$ cat src/rtl/nibble_serial_adder_pkg.sv
// Shared types and constants for the nibble-serial adder: state encoding,
// slice width and the nibble-index width helper.
package adder_pkg;

    localparam int NIB_W = 4;

    typedef enum logic [1:0] {
        IDLE = 2'd0,
        RUN  = 2'd1,
        DONE = 2'd2
    } state_e;

    // Width of the nibble index for a given operand width; a single-nibble
    // datapath still needs one bit to hold the index register.
    function automatic int idx_w(input int width);
        return (width / NIB_W > 1) ? $clog2(width / NIB_W) : 1;
    endfunction

endpackage

$ cat src/rtl/nibble_serial_adder_if.sv
// Operand/result handshake bundle for the nibble-serial adder.
// The master drives operands and consumes results; the slave is the adder.
interface nibble_serial_adder_if #(
    parameter int WIDTH = 16
);
    logic             in_valid;
    logic             in_ready;
    logic [WIDTH-1:0] a;
    logic [WIDTH-1:0] b;
    logic             cin;
    logic             out_valid;
    logic             out_ready;
    logic [WIDTH-1:0] sum;
    logic             cout;
    logic             ovf;

    modport master (
        output in_valid, a, b, cin, out_ready,
        input  in_ready, out_valid, sum, cout, ovf
    );

    modport slave (
        input  in_valid, a, b, cin, out_ready,
        output in_ready, out_valid, sum, cout, ovf
    );
endinterface

$ cat src/rtl/nibble_serial_adder_cla4_slice.sv
// Combinational 4-bit carry-lookahead slice. c3 is the carry into bit 3,
// exported so the caller can form signed overflow as c3 ^ co.
module cla4_slice (
    input  logic [3:0] a,
    input  logic [3:0] b,
    input  logic       ci,
    output logic [3:0] s,
    output logic       co,
    output logic       c3
);
    logic [3:0] g;
    logic [3:0] p;
    logic       c1;
    logic       c2;

    assign g = a & b;
    assign p = a ^ b;

    // Flat lookahead: every carry is a two-level function of g, p and ci.
    assign c1 = g[0] | (p[0] & ci);
    assign c2 = g[1] | (p[1] & g[0]) | (p[1] & p[0] & ci);
    assign c3 = g[2] | (p[2] & g[1]) | (p[2] & p[1] & g[0])
              | (p[2] & p[1] & p[0] & ci);
    assign co = g[3] | (p[3] & g[2]) | (p[3] & p[2] & g[1])
              | (p[3] & p[2] & p[1] & g[0])
              | (p[3] & p[2] & p[1] & p[0] & ci);

    assign s = p ^ {c3, c2, c1, ci};
endmodule

$ cat src/rtl/nibble_serial_adder.sv
// WIDTH-bit adder that walks one nibble per clock through a shared 4-bit CLA
// slice, LSB nibble first, with the carry held in a register between nibbles.
module nibble_serial_adder
    import adder_pkg::*;
#(
    parameter int WIDTH = 16
) (
    input  logic                 clk,
    input  logic                 rst_n,
    nibble_serial_adder_if.slave bus
);
    localparam int NIB   = WIDTH / NIB_W;
    localparam int IDX_W = idx_w(WIDTH);
    localparam logic [IDX_W-1:0] LAST = IDX_W'(NIB - 1);

    state_e             state;
    logic [IDX_W-1:0]   idx;
    logic [WIDTH-1:0]   a_q;
    logic [WIDTH-1:0]   b_q;
    logic [WIDTH-1:0]   sum_q;
    logic               carry;
    logic               cout_q;
    logic               ovf_q;

    logic [NIB_W-1:0]   a_nib;
    logic [NIB_W-1:0]   b_nib;
    logic [NIB_W-1:0]   s_nib;
    logic               co;
    logic               c3;

    assign a_nib = a_q[int'(idx)*NIB_W +: NIB_W];
    assign b_nib = b_q[int'(idx)*NIB_W +: NIB_W];

    cla4_slice u_slice (
        .a  (a_nib),
        .b  (b_nib),
        .ci (carry),
        .s  (s_nib),
        .co (co),
        .c3 (c3)
    );

    always_ff @(posedge clk or negedge rst_n) begin
        if (!rst_n) begin
            state  <= IDLE;
            idx    <= '0;
            a_q    <= '0;
            b_q    <= '0;
            sum_q  <= '0;
            carry  <= 1'b0;
            cout_q <= 1'b0;
            ovf_q  <= 1'b0;
        end else begin
            case (state)
                IDLE: begin
                    if (bus.in_valid) begin
                        a_q   <= bus.a;
                        b_q   <= bus.b;
                        carry <= bus.cin;
                        idx   <= '0;
                        state <= RUN;
                    end
                end
                RUN: begin
                    sum_q[int'(idx)*NIB_W +: NIB_W] <= s_nib;
                    carry <= co;
                    // Final nibble: its carries define the unsigned and signed flags.
                    if (idx == LAST) begin
                        cout_q <= co;
                        ovf_q  <= c3 ^ co;
                        idx    <= '0;
                        state  <= DONE;
                    end else begin
                        idx <= idx + IDX_W'(1);
                    end
                end
                DONE: begin
                    if (bus.out_ready) state <= IDLE;
                end
                default: state <= IDLE;
            endcase
        end
    end

    // Handshake outputs decode registered state only, so no input reaches them.
    assign bus.in_ready  = (state == IDLE);
    assign bus.out_valid = (state == DONE);
    assign bus.sum       = sum_q;
    assign bus.cout      = cout_q;
    assign bus.ovf       = ovf_q;
endmodule

$ cat src/flat_wrapper.sv
// flat-port wrapper written by rule: the top's interface ports become plain ports
module nibble_serial_adder_flat import adder_pkg::*;
#(
    parameter int WIDTH = 16
)
  (clk, rst_n, bus_in_valid, bus_a, bus_b, bus_cin, bus_out_ready, bus_in_ready, bus_out_valid, bus_sum, bus_cout, bus_ovf);
  nibble_serial_adder_if #(.WIDTH(WIDTH)) bus_i ();
  input  logic clk;
  input  logic rst_n;
  input wire logic [$bits(bus_i.in_valid)-1:0] bus_in_valid;
  input wire logic [$bits(bus_i.a)-1:0] bus_a;
  input wire logic [$bits(bus_i.b)-1:0] bus_b;
  input wire logic [$bits(bus_i.cin)-1:0] bus_cin;
  input wire logic [$bits(bus_i.out_ready)-1:0] bus_out_ready;
  output wire logic [$bits(bus_i.in_ready)-1:0] bus_in_ready;
  output wire logic [$bits(bus_i.out_valid)-1:0] bus_out_valid;
  output wire logic [$bits(bus_i.sum)-1:0] bus_sum;
  output wire logic [$bits(bus_i.cout)-1:0] bus_cout;
  output wire logic [$bits(bus_i.ovf)-1:0] bus_ovf;
  assign bus_i.in_valid = bus_in_valid;
  assign bus_i.a = bus_a;
  assign bus_i.b = bus_b;
  assign bus_i.cin = bus_cin;
  assign bus_i.out_ready = bus_out_ready;
  assign bus_in_ready = bus_i.in_ready;
  assign bus_out_valid = bus_i.out_valid;
  assign bus_sum = bus_i.sum;
  assign bus_cout = bus_i.cout;
  assign bus_ovf = bus_i.ovf;
  nibble_serial_adder #(.WIDTH(WIDTH)) u_core (.clk(clk), .rst_n(rst_n), .bus(bus_i));
endmodule
$ cat config.mk
export PLATFORM = sky130hd
export DESIGN_NAME = nibble_serial_adder_flat
export DESIGN_NICKNAME = d
export VERILOG_FILES = /design/src/rtl/nibble_serial_adder_pkg.sv /design/src/rtl/nibble_serial_adder_if.sv /design/src/rtl/nibble_serial_adder_cla4_slice.sv /design/src/rtl/nibble_serial_adder.sv /design/src/flat_wrapper.sv
export SDC_FILE = /design/constraint.sdc
export NUM_CORES = 1
export LEC_CHECK = 0
export ABC_AREA = 1
export ABC_CLOCK_PERIOD_IN_PS = 1900
export CAP_MARGIN = 15
export CORE_ASPECT_RATIO = 1.75
export CORE_MARGIN = 1
export CORE_UTILIZATION = 46
export DETAILED_ROUTE_END_ITERATION = 10
export PLACE_DENSITY = 0.76
export SETUP_SLACK_MARGIN = 0.5
export SYNTH_ARGS = -nofsm -noshare
export SYNTH_HDL_FRONTEND = slang
export SYNTH_SLANG_ARGS = --single-unit
export TNS_END_PERCENT = 10
$ cat constraint.sdc
create_clock -name clk -period 1.9 [get_ports clk]
set_input_delay 0.38 -clock clk [delete_from_list [all_inputs] [get_ports clk]]
set_output_delay 0.38 -clock clk [all_outputs]
set_load 0.1 [all_outputs]
== Word-level counts from Yosys, hierarchy flattened ==
Index checks and enable logic that the tools add are counted.
Operators by class
  add/sub/neg operators: 2
  eq/ne operators: 6
  shifts and indexed selects: 4
  mux-type cells: 10
  bitwise logic cells: 30
  reduce and logical (&&, ||, !) cells: 6
Operators by type and width (count)
  negation 4 -> 33 bit: 1
  variable shift 4 x 33 -> 16 bit, first input constant: 1
  indexed part select 4 x 33 -> 16 bit: 1
  indexed part select 16 x 5 -> 4 bit: 2
  AND 1 bit: 16
  bitwise mux 16 bit: 1
  two-way mux 2 bit: 5
  OR 1 bit: 10
  bitwise XOR 4 bit: 2
  one-hot mux 2 bit (3 select lines): 1
  AND reduction 2 bit: 3
  AND 4 bit: 1
  == test 2 bit, second input constant: 2
  != test 2 bit, second input constant: 2
  one-hot mux 2 bit (2 select lines): 1
  AND reduction 3 bit: 1
  adder 2 x 1 -> 2 bit, second input constant: 1
  == test 2 x 1 -> 1 bit, second input constant: 1
  zero test 2 bit: 1
  != test 2 x 1 -> 1 bit, second input constant: 1
  one-hot mux 1 bit (2 select lines): 1
  nonzero test 2 bit: 1
  two-way mux 1 bit: 1
  bitwise XOR 1 bit: 1
Storage, ports and cells
  register bits: 55
  input port bits: 37
  output and inout port bits: 20
  logic and storage cells: 66

== Longest topological paths before layout ==
Gate-level depths: netlist (run 1).
  depth in word-level cells: 9
  gate-level depth with buffers: 14
  mapped depth without buffers: 13

== Modules after synthesis ==
From an unflattened synthesis (run 1), not the netlist that was laid out.
Second synthesis, totals
  cells, all modules: 354
  area, all modules: 2831.5 um^2
By module, submodules not included
  nibble_serial_adder: instances 1, cells each 323, area an instance 2637.5 um^2, seq. area each 1376.3 um^2
  cla4_slice: instances 1, cells each 31, area an instance 193.9 um^2, seq. area each 0.0 um^2

== Worst setup path before layout (run 1) ==
OpenSTA, ideal clock, no wires.
  kind: register to output
  start: reg u_core.state[0]
  end: out bus_out_valid
  data arrival time: 1679 ps
  data required time: 1520 ps
  slack: -159 ps
  cell stages (with the launch flop): 2
  buffers on the path: 0
  path through: dfrtp_1 > nor2_1
On the way
  cells in the longest elaborated chain, start to end: 1
Ends and longest elaborated chain
  start: declaration: RTL line nibble_serial_adder.sv:16  | state_e state;
  start signal: assignment: RTL line nibble_serial_adder.sv:45  | state <= IDLE;
  start signal: assignment: RTL line nibble_serial_adder.sv:61  | state <= RUN;
  start signal: assignment: RTL line nibble_serial_adder.sv:72  | state <= DONE;
  == test 2 bit: RTL line nibble_serial_adder.sv:87  | assign bus.out_valid = (state == DONE);
  end: declaration: RTL line flat_wrapper.sv:16  | output wire logic [$bits(bus_i.out_valid)-1:0] bus_out_valid;
Every way passes these cells.

== Worst setup path after layout (run 1) ==
  start: reg u_core.idx[0]
  end: reg u_core.sum_q[15], in the netlist u_core.bus.sum[15]
On the way
  cells in the longest elaborated chain, start to end: 9
  elaborated cells between the ends (all ways): 24
  classes of those cells: add/sub: 1; shift: 4; mux: 1; bitwise: 18
Ends and longest elaborated chain
  start: declaration: RTL line nibble_serial_adder.sv:17  | logic [IDX_W-1:0] idx;
  start signal: assignment: RTL line nibble_serial_adder.sv:74  | idx <= idx + IDX_W'(1);
  indexed part select 16 x 5 -> 4 bit, on equally long branches: RTL line nibble_serial_adder.sv:31, nibble_serial_adder.sv:32
  bitwise XOR 4 bit / AND 4 bit (equally long branches): RTL line nibble_serial_adder_cla4_slice.sv:17, nibble_serial_adder_cla4_slice.sv:16
  AND 1 bit, on equally long branches: RTL line nibble_serial_adder_cla4_slice.sv:22, nibble_serial_adder_cla4_slice.sv:23
  OR 1 bit (tied with other cells): RTL line nibble_serial_adder_cla4_slice.sv:22  | assign c3 = g[2] | (p[2] & g[1]) | (p[2] & p[1] & g[0])
  OR 1 bit / AND 1 bit (equally long branches): RTL line nibble_serial_adder_cla4_slice.sv:22, nibble_serial_adder_cla4_slice.sv:23
  OR 1 bit: RTL line nibble_serial_adder_cla4_slice.sv:23  | | (p[2] & p[1] & p[0] & ci);
  bitwise XOR 4 bit: RTL line nibble_serial_adder_cla4_slice.sv:28  | assign s = p ^ {c3, c2, c1, ci};
  indexed part select 4 x 33 -> 16 bit: RTL line nibble_serial_adder.sv:65  | sum_q[int'(idx)*NIB_W +: NIB_W] <= s_nib;
  bitwise mux 16 bit (*): RTL line nibble_serial_adder.sv:65
  end signal: indexed assignment: RTL line nibble_serial_adder.sv:65
  end: declaration: RTL line nibble_serial_adder.sv:20  | logic [WIDTH-1:0] sum_q;
Mark *: on every way between the ends. The rest lies on a longest branch, timed or not.
A chain may end at the register's enable or synchronous reset.

==> results.ini, run 1 <==
[cts]
cts_buffers=5
cts_tree=yes
htreeDepth=2
clockBufferDepth=2
clk_pin_slew_worst_paths_ns=0.09
clockRootBuffer=clkbuf_8
cts.sinks=55
insertion_delay_ns=0.31
cts_setup_buffers=0

[grt]
grt_start_max_net_pins=34
grt_overflow_total=0
grt_pass1_vias=2270
antenna_found_initial=0
grt_first_pass_wirelength_mm=9.89
grtUsageTotal_pct=21.8

[floorplanning]
initial_utilization_pct=47.9
rows=36
die-width_um=59.6
die_h_um=103
io_pins=57
dieArea_mm2=0.00613
core_region_area_mm2=0.00559

[layout]
nets=444
area.growth.synth_to_final_pct=38.0
fin_cells=471
antenna_cells=0
regArea_mm2=0.00138
layout-drive-gt1-share_pct=18.7
multiInputGateArea_mm2=0.00125
postLayoutCoreUtil_pct=66.1
fillCellCount=482

[route]
detail-route-antenna-nets=0
wl_per_cell_um=12.8
finalWirelength_mm=6.03
drtPass1Iterations=4
vias=2320
drc=0
drt_iter0_drc=64
via_per_inst=4.93

[sta]
timing.final.hold_violations=0
fmax_mhz=495
fin_ws_ns=-0.121
skew_ns=0.00652
period_share_pct=106
finalCriticalPeriod_ns=2.02
drv_slew=0
finalSetupTns_ns=-0.504
rsz0062_at_grt=true
worst_pin_slew_ns=0.352
relSlewSlack_pct=76.5
setup_viol=8

[synthesis]
yosysSeqAreaShare_pct=51.5
synth_area_leaders=dfrtp_1, nand2_1, ha_1, o21ai_0, nor2_1
syn_area_per_cell_um2=8.18
yosysTopAreaCell=dfrtp_1
synth_top_area_share_pct=51.5
syn-instance-count=327
yosysUniqueCellTypes=24
synthesis.area_mm2=0.00267
ys.warnings.count=0
synth_fp_nets=376
synth_seq_cells=55

[placement]
place_ws_ns=-0.0695
port_buffers=56
placedCellCount=463
dp_hpwl_mm=4.68
place.gp.congestion=0.942

[flow_run]
drv_cap=0

[worst_setup_path]
cp_top_family=simple AND/OR/NAND/NOR gates
cp-end-kind=flip-flop
critical_path.cell_chain=buf_12 -> o21ai_1 -> o22ai_1 -> ha_1 -> nand2_1 -> nand2_2 -> nor2_4 -> nand2_2 -> nand2_4 -> nand3_4 -> nor2_4 -> nand2_1 -> nand2_1
critPathSlowestCell=dfrtp_2
path_buf_inv=1
cpPeakStageDelay_ns=0.45
critical_path_arrival_ns=2.28
criticalPathCategory=flip-flop to flip-flop
path_common_cell=nand2_1
critPathLaunchType=flip-flop
worstPathRequired_ns=2.16
worstPathMaxFanout=13

[outcome]
violations=negative setup slack
status=finished, violations left

[worst_hold_path]
min-delay-path-class=flip-flop to flip-flop

==> final cells by class <==
cell class / instances / area share, %
flip-flops and latches: 55 / 37.4
inverters: 21 / 2.20
repair buffers: 71 / 21.9
well taps: 76 / 2.58
multi-input cells: 241 / 33.9
clock buffers: 7 / 2.07
==> tightest hold or removal path: cells and delay by family (launching register included) <==
kind | cells | cell delay (ns)
flops | 1 | 0.35
simple gates | 2 | 0.11
==> final timing paths <==
path	from	slack [ns]	end	cells after the start
max	u_core.idx[0]$_DFFE_PN0P_	-0.12	u_core.bus.sum[15]$_DFFE_PN0P_	13
min	u_core.b_q[4]$_DFFE_PN0P_	0.49	u_core.b_q[4]$_DFFE_PN0P_	2
max reg2reg	u_core.idx[0]$_DFFE_PN0P_	-0.12	u_core.bus.sum[15]$_DFFE_PN0P_	13
min reg2reg	u_core.b_q[4]$_DFFE_PN0P_	0.49	u_core.b_q[4]$_DFFE_PN0P_	2
max in group asynchronous	rst_n	0.90	u_core.idx[0]$_DFFE_PN0P_	3
min in group asynchronous	rst_n	0.50	u_core.a_q[15]$_DFFE_PN0P_	2
==> timing repair <==
action                                 in CTS  in global routing
pin swaps                                   3                  2
resized for setup                           6                 14
endpoints found under the hold margin      13                  0
hold buffers                                1                  0
setup endpoints to repair                  22                 23
gates cloned                                0                  0
==> Yosys cell counts <==
cell and number:
nand3_2 1, nand2_2 4, buf_4 3, nor2_2 5
nand3_1 6, inv_1 16, xor2_2 1, nor3_1 1
o21ai_0 17, o31ai_1 3, fa_1 1, nand4_1 3
nor2_1 22, o21ai_1 12, dfrtp_1 55, xnor2_1 1
o22ai_1 8, nand2_1 142, ha_1 11, nor2_4 2
a21oi_1 1, inv_2 5, clkbuf_1 2, buf_2 5
==> layer usage <==
layer | track usage [%] | routed length (um)
met2 | 41.4 | 3470
met3 | 3.76 | 145
met1 | 22.1 | 2210
met5 | 0 | 0
met4 | 10.7 | 199
==> kinds of logic after synthesis <==
family,count (synthesis),synth area share (%)
AND/OR/NAND/NOR,186,28.4
AO/OA/AOI/OAI,41,8.33
XOR/XNOR,2,0.936
flip-flops,55,51.5
buffers and inverters,31,5.01
adder cells (fa/ha/maj),12,5.90
==> flip-flops by register name (all words and copies together), names as in the netlist <==
signal           cells
u_core.a_q          16
u_core.b_q          16
u_core.bus.cout      1
u_core.bus.ovf       1
u_core.bus.sum      16
u_core.carry         1
u_core.idx           2
u_core.state         2
==> stage by stage <==
step	hold slack (ns)	cell area (um^2)
floorplan	0.0844	2720
global placement	0.310	3540
detailed placement	0.304	3540
CTS	0.487	3630
global route	0.505	3690
finish	0.487	3690
==> cell usage in the layout (no fill, tap or decap), drive strengths merged <==
| master | count |
|---|---|
| a21oi | 1 |
| nor3 | 1 |
| clkdlybuf4s50 | 35 |
| clkbuf | 7 |
| o31ai | 3 |
| xnor2 | 1 |
| o22ai | 8 |
| ha | 11 |
| nand3 | 7 |
| fa | 1 |
| buf | 35 |
| xor2 | 1 |
| o21ai | 29 |
| dlygate4sd3 | 1 |
| inv | 21 |
| dfrtp | 55 |
| nand2 | 146 |
| nand4 | 3 |
| nor2 | 29 |
Power of run 1 is not shown: default switching activity piles up to over one toggle a cycle in this logic, so the estimate is an artifact.
==> run 2: changes to the inputs <==
Settings changed: ABC_AREA 1 to default.
==> results.ini, run 2 <==
[outcome]
status=finished, violations left
violations=negative setup slack

[floorplanning]
initial_utilization_pct=48.1
rows=36
core_region_area_mm2=0.00563
die-width_um=60.0
dieArea_mm2=0.00621
io_pins=57
die_h_um=104

[sta]
period_share_pct=121
worst_pin_slew_ns=0.294
setup_viol=19
finalSetupTns_ns=-4.81
skew_ns=0.00639
finalCriticalPeriod_ns=2.29
fmax_mhz=437
drv_slew=0
fin_hold_ws_ns=0.0327
rsz0062_at_grt=true
timing.final.hold_violations=0
fin_ws_ns=-0.390
relSlewSlack_pct=80.4

[worst_setup_path]
cp-end-kind=flip-flop
critical_path_arrival_ns=2.49
reg2reg_depth=7
r2r-start=u_core.idx[0]$_DFFE_PN0P_
worstPathMaxFanout=4
worstPathRequired_ns=2.10
critPathLaunchType=flip-flop
r2r_slack_ns=-0.39
r2r_end=u_core.bus.sum[11]$_DFFE_PN0P_
criticalPathCategory=flip-flop to flip-flop

[synthesis]
synth_seq_cells=55
yosysTopAreaCell=dfrtp_1
syn-instance-count=191
syn_area_per_cell_um2=14.2
synth_flop_cell=dfrtp_1
synth_top_area_share_pct=50.8
async_flop_share_pct=100
synth_area_leaders=dfrtp_1, mux2_4, mux4_2, ha_1, a22o_1
synthTopCellsByCount=dfrtp_1, mux2_4, nand2_1
yosysSeqAreaShare_pct=50.8
synthesis.area_mm2=0.00271
synth.most_common_cell=dfrtp_1
yosysUniqueCellTypes=39
synth_edf_count=0
ys.warnings.count=0
synth_fp_nets=240

[worst_hold_path]
min-delay-path-class=input pin to asynchronous set/reset pin

[cts]
clockBufferDepth=2
cts_buffers=5
cts-hold-fix-buffers=0
htreeDepth=2
insertion_delay_ns=0.31
clk_pin_slew_worst_paths_ns=0.10
cts_tree=yes
clockRootBuffer=clkbuf_8
cts.sinks=55

[layout]
layout_commonest_cell=dfrtp_1
area.growth.synth_to_final_pct=41.3
final_cell_mix=dfrtp_1, clkdlybuf4s50_1, mux2_4
layout-drive-gt1-share_pct=42.5
antenna_cells=0
nets=321
fillCellCount=412
fin_cells=349

[grt]
grt_overflow_total=0
grtUsageTotal_pct=19.9
antenna_found_initial=0
grt_first_pass_wirelength_mm=9.23
grt_start_max_net_pins=56
grtUsageMet1_pct=24.5
grt_use_met2_pct=33.3
grt_pass1_vias=1910
busiest_layer=met2
grt_use_met3_pct=3.00

[flow_run]
drv_cap=0

[route]
via_per_inst=5.11
detail-route-antenna-nets=0
wl_per_cell_um=15.2
vias=1783
drt_iter0_drc=35
drc=0
finalWirelength_mm=5.31
drtPass1Iterations=4

[placement]
port_buffers=56
place_ws_ns=-0.484
placedCellCount=341
place.gp.congestion=0.766
dp_hpwl_mm=4.00

[run 2: cell types whose count changed after synthesis, moves of 5 or more]
| cell | previous run | this run |
|---|---|---|
| nor2_1 | 22 | 6 |
| o22ai_1 | 8 | 0 |
| o21ai_1 | 12 | 6 |
| mux4_2 | 0 | 8 |
| a22o_1 | 0 | 9 |
| nand2_1 | 142 | 17 |
| mux2_4 | 0 | 29 |
| nor2_2 | 5 | 0 |
| inv_2 | 5 | 0 |
| nand3_1 | 6 | 0 |
| o21ai_0 | 17 | 1 |
| inv_1 | 16 | 6 |
[run 2: routing by layer]
layer | share of wire [%] | wire, um
met1 | 40 | 2140
met2 | 55 | 2910
met3 | 2.5 | 135
met4 | 2.4 | 129
met5 | 0 | 0
[run 2: repair_timing]
item                       4_1_cts  5_1_grt
setup endpoints to repair       54       54
buffers inserted                 0        0
pin swaps                        6        6
gates resized for setup         17        5
[run 2: cell type report]
class,instances,area [um^2],area share (%)
Clock buffer,6,72.6,1.90
Clock inverter,2,12.5,0.327
Inverter,6,25.0,0.654
Multi-Input combinational cell,122,1350,35.3
Sequential cell,55,1380,36.0
Tap cell,76,95.1,2.48
Timing Repair Buffer,82,891,23.3
[run 2: kinds of logic (layout without fill, tap and decap cells)]
logic type / count (synthesis) / after routing / share of synthesized area [%]
xor+xnor: 3 / 3 / 0.970
mux: 42 / 42 / 24.7
fa+ha+maj: 12 / 12 / 5.82
buf+inv: 14 / 96 / 3.23
compound gates: 30 / 30 / 8.31
flops: 55 / 55 / 50.8
simple gates: 35 / 35 / 6.14
[run 2: critical path, stage by stage, from the launching register on]
cell	delay, ns
dfrtp_2	0.42
buf_6	0.12
mux4_2	0.56
ha_4	0.24
a211o_1	0.29
a21oi_4	0.23
xnor2_4	0.11
a22o_1	0.21
[run 2: how the worst max path moves through the flow]
| stage | from | endpoint | slack, ns | cells past startpoint |
|---|---|---|---|---|
| after floorplan | u_core.idx[0]$_DFFE_PN0P_ | u_core.bus.sum[11]$_DFFE_PN0P_ | -0.49 | 8 |
| after global placement | u_core.idx[0]$_DFFE_PN0P_ | u_core.bus.sum[7]$_DFFE_PN0P_ | -0.38 | 7 |
| after detailed placement | u_core.idx[0]$_DFFE_PN0P_ | u_core.bus.sum[15]$_DFFE_PN0P_ | -0.48 | 7 |
| after CTS | u_core.idx[0]$_DFFE_PN0P_ | u_core.bus.sum[15]$_DFFE_PN0P_ | -0.40 | 7 |
| after global routing | u_core.idx[0]$_DFFE_PN0P_ | u_core.bus.sum[11]$_DFFE_PN0P_ | -0.48 | 7 |
| final | u_core.idx[0]$_DFFE_PN0P_ | u_core.bus.sum[11]$_DFFE_PN0P_ | -0.39 | 7 |
[run 2: stage by stage]
step	cell area (um^2)	utilization [%]
after CTS	3810	67.6
after detailed placement	3640	64.7
after floorplan	2750	-
final	3830	68.0
after global routing	3830	68.0
after global placement	3640	64.7
Power of run 2 is left out for the same reason.
==> run 3: changes to the inputs <==
Settings changed: CORE_UTILIZATION 46 to 45, PLACE_DENSITY 0.76 to 0.75, SYNTH_HIERARCHICAL from default to 1.
==> results.ini, run 3 <==
[outcome]
status=finished, violations left
violations=negative setup slack

[route]
drc=0
drtPass1Iterations=4
detail-route-antenna-nets=0
wl_per_cell_um=16.6
finalWirelength_mm=5.65
vias=1740
drt_iter0_drc=72
via_per_inst=5.10

[sta]
rsz0062_at_grt=true
finalSetupTns_ns=-4.03
relSlewSlack_pct=68.1
worst_pin_slew_ns=0.478
period_share_pct=120
fmax_mhz=439
drv_slew=0
setup_viol=19
skew_ns=0.00734
finalCriticalPeriod_ns=2.28
fin_hold_ws_ns=0.0179
timing.final.hold_violations=0
fin_ws_ns=-0.378

[layout]
area.growth.synth_to_final_pct=45.3
layout-drive-gt1-share_pct=41.5
fillCellCount=409
antenna_cells=0
final_cell_mix=dfrtp_1, clkdlybuf4s50_1, mux2_4
postLayoutCoreUtil_pct=67.7
layout_commonest_cell=dfrtp_1
nets=311

[synthesis]
synth_area_leaders=dfrtp_1, mux2_2, mux4_2, ha_1, nand2_1
synth_seq_cells=55
syn-instance-count=189
synth.most_common_cell=dfrtp_1
synth_flop_cell=dfrtp_1
synth_fp_nets=236
async_flop_share_pct=100
synthTopCellsByCount=dfrtp_1, mux2_2, nand2_1
synthesis.area_mm2=0.00260
yosysSeqAreaShare_pct=52.9
yosysUniqueCellTypes=34
synth_top_area_share_pct=52.9
ys.warnings.count=6
syn_area_per_cell_um2=13.8
yosysTopAreaCell=dfrtp_1
synth_edf_count=0

[cts]
cts_tree=yes
htreeDepth=2
insertion_delay_ns=0.31
clk_pin_slew_worst_paths_ns=0.09
cts-hold-fix-buffers=0
cts.sinks=55
clockBufferDepth=2
clockRootBuffer=clkbuf_8
cts_buffers=5

[worst_hold_path]
min-delay-path-class=input pin to asynchronous set/reset pin

[floorplanning]
die_h_um=103
die-width_um=59.5
rows=36
initial_utilization_pct=46.6
core_region_area_mm2=0.00559
io_pins=57
dieArea_mm2=0.00611

[grt]
grt_pass1_vias=1920
grt_start_max_net_pins=34
grtUsageTotal_pct=20.4
grt_first_pass_wirelength_mm=9.06
grt_overflow_total=0
antenna_found_initial=0

[worst_setup_path]
worstPathRequired_ns=2.10
cp-end-kind=flip-flop
critPathLaunchType=flip-flop
critPathSlowestCell=mux4_2
cpPeakStageDelay_ns=0.54
reg2reg_depth=8
worstPathMaxFanout=5
criticalPathCategory=flip-flop to flip-flop
critical_path.cell_chain=buf_12 -> mux4_2 -> ha_4 -> a211oi_4 -> o21bai_2 -> xor2_1 -> buf_4 -> a22o_1
critical_path_arrival_ns=2.48

[placement]
dp_hpwl_mm=4.13
place_ws_ns=-0.449
place.gp.congestion=0.845
port_buffers=56

[flow_run]
drv_cap=0

run 3: cell count changes in the layout (fill, tap and decap cells not counted), moves of 3 or more:
cell,before,now
buf_4,30,22
ha_1,9,6
buf_12,13,16
mux2_2,0,3
run 3: logic make-up after synthesis:
| kind of cell | Yosys count | share of synthesized area, % |
|---|---|---|
| flip-flops | 55 | 52.9 |
| multiplexers | 41 | 21.2 |
| adder cells (fa/ha/maj) | 10 | 5.09 |
| AND/OR/NAND/NOR | 37 | 8.75 |
| buffers and inverters | 14 | 3.22 |
| AO/OA/AOI/OAI | 28 | 7.54 |
| XOR/XNOR | 4 | 1.35 |
run 3: metrics by stage:
step	cell area (um^2)	instances
after global routing	3780	341
after detailed placement	3470	330
after global placement	3470	330
final	3780	341
after CTS	3610	340
after floorplan	2620	189
run 3: cell type report:
type	instances	area, um^2	area share [%]
Clock buffer	6	72.6	1.92
Clock inverter	2	12.5	0.331
Inverter	7	26.3	0.694
Multi-Input combinational cell	120	1340	35.5
Sequential cell	55	1380	36.4
Tap cell	76	95.1	2.51
Timing Repair Buffer	75	855	22.6
run 3: worst paths after layout:
check | startpoint | endpoint | slack [ns]
max in group asynchronous | rst_n | u_core/a_q[9]$_DFFE_PN0P_ | 1.19
worst min register to register | u_core/bus.sum[0]$_DFFE_PN0P_ | u_core/bus.sum[0]$_DFFE_PN0P_ | 0.49
worst max register to register | u_core/idx[0]$_DFFE_PN0P_ | u_core/bus.sum[7]$_DFFE_PN0P_ | -0.38
min in group clk | u_core/bus.sum[0]$_DFFE_PN0P_ | u_core/bus.sum[0]$_DFFE_PN0P_ | 0.49
worst max-delay path | u_core/idx[0]$_DFFE_PN0P_ | u_core/bus.sum[7]$_DFFE_PN0P_ | -0.38
worst min-delay path | rst_n | u_core/bus.sum[11]$_DFFE_PN0P_ | 0.02
run 3: metal layers:
| layer | part of all wire (%) | routed length, um | GRT usage (%) |
|---|---|---|---|
| met2 | 58 | 3270 | 37.8 |
| met1 | 37 | 2100 | 22.1 |
| met4 | 2.4 | 138 | 9.84 |
| met5 | 0 | 0 | 0 |
| met3 | 2.5 | 141 | 3.01 |
run 3: repair_timing:
action,4_1_cts,5_1_grt
gates cloned,0,0
buffers inserted,2,1
setup endpoints to repair,54,54
gates resized for setup,15,44
pin swaps,4,4
run 3: critical path, delay by kind of cell (launching register included):
family	cells	cell delay, ns
buf+inv	2	0.28
fa+ha+maj	1	0.27
mux	1	0.54
compound gates	3	0.54
flops	1	0.40
xor+xnor	1	0.15
Power of run 3 is left out for the same reason.
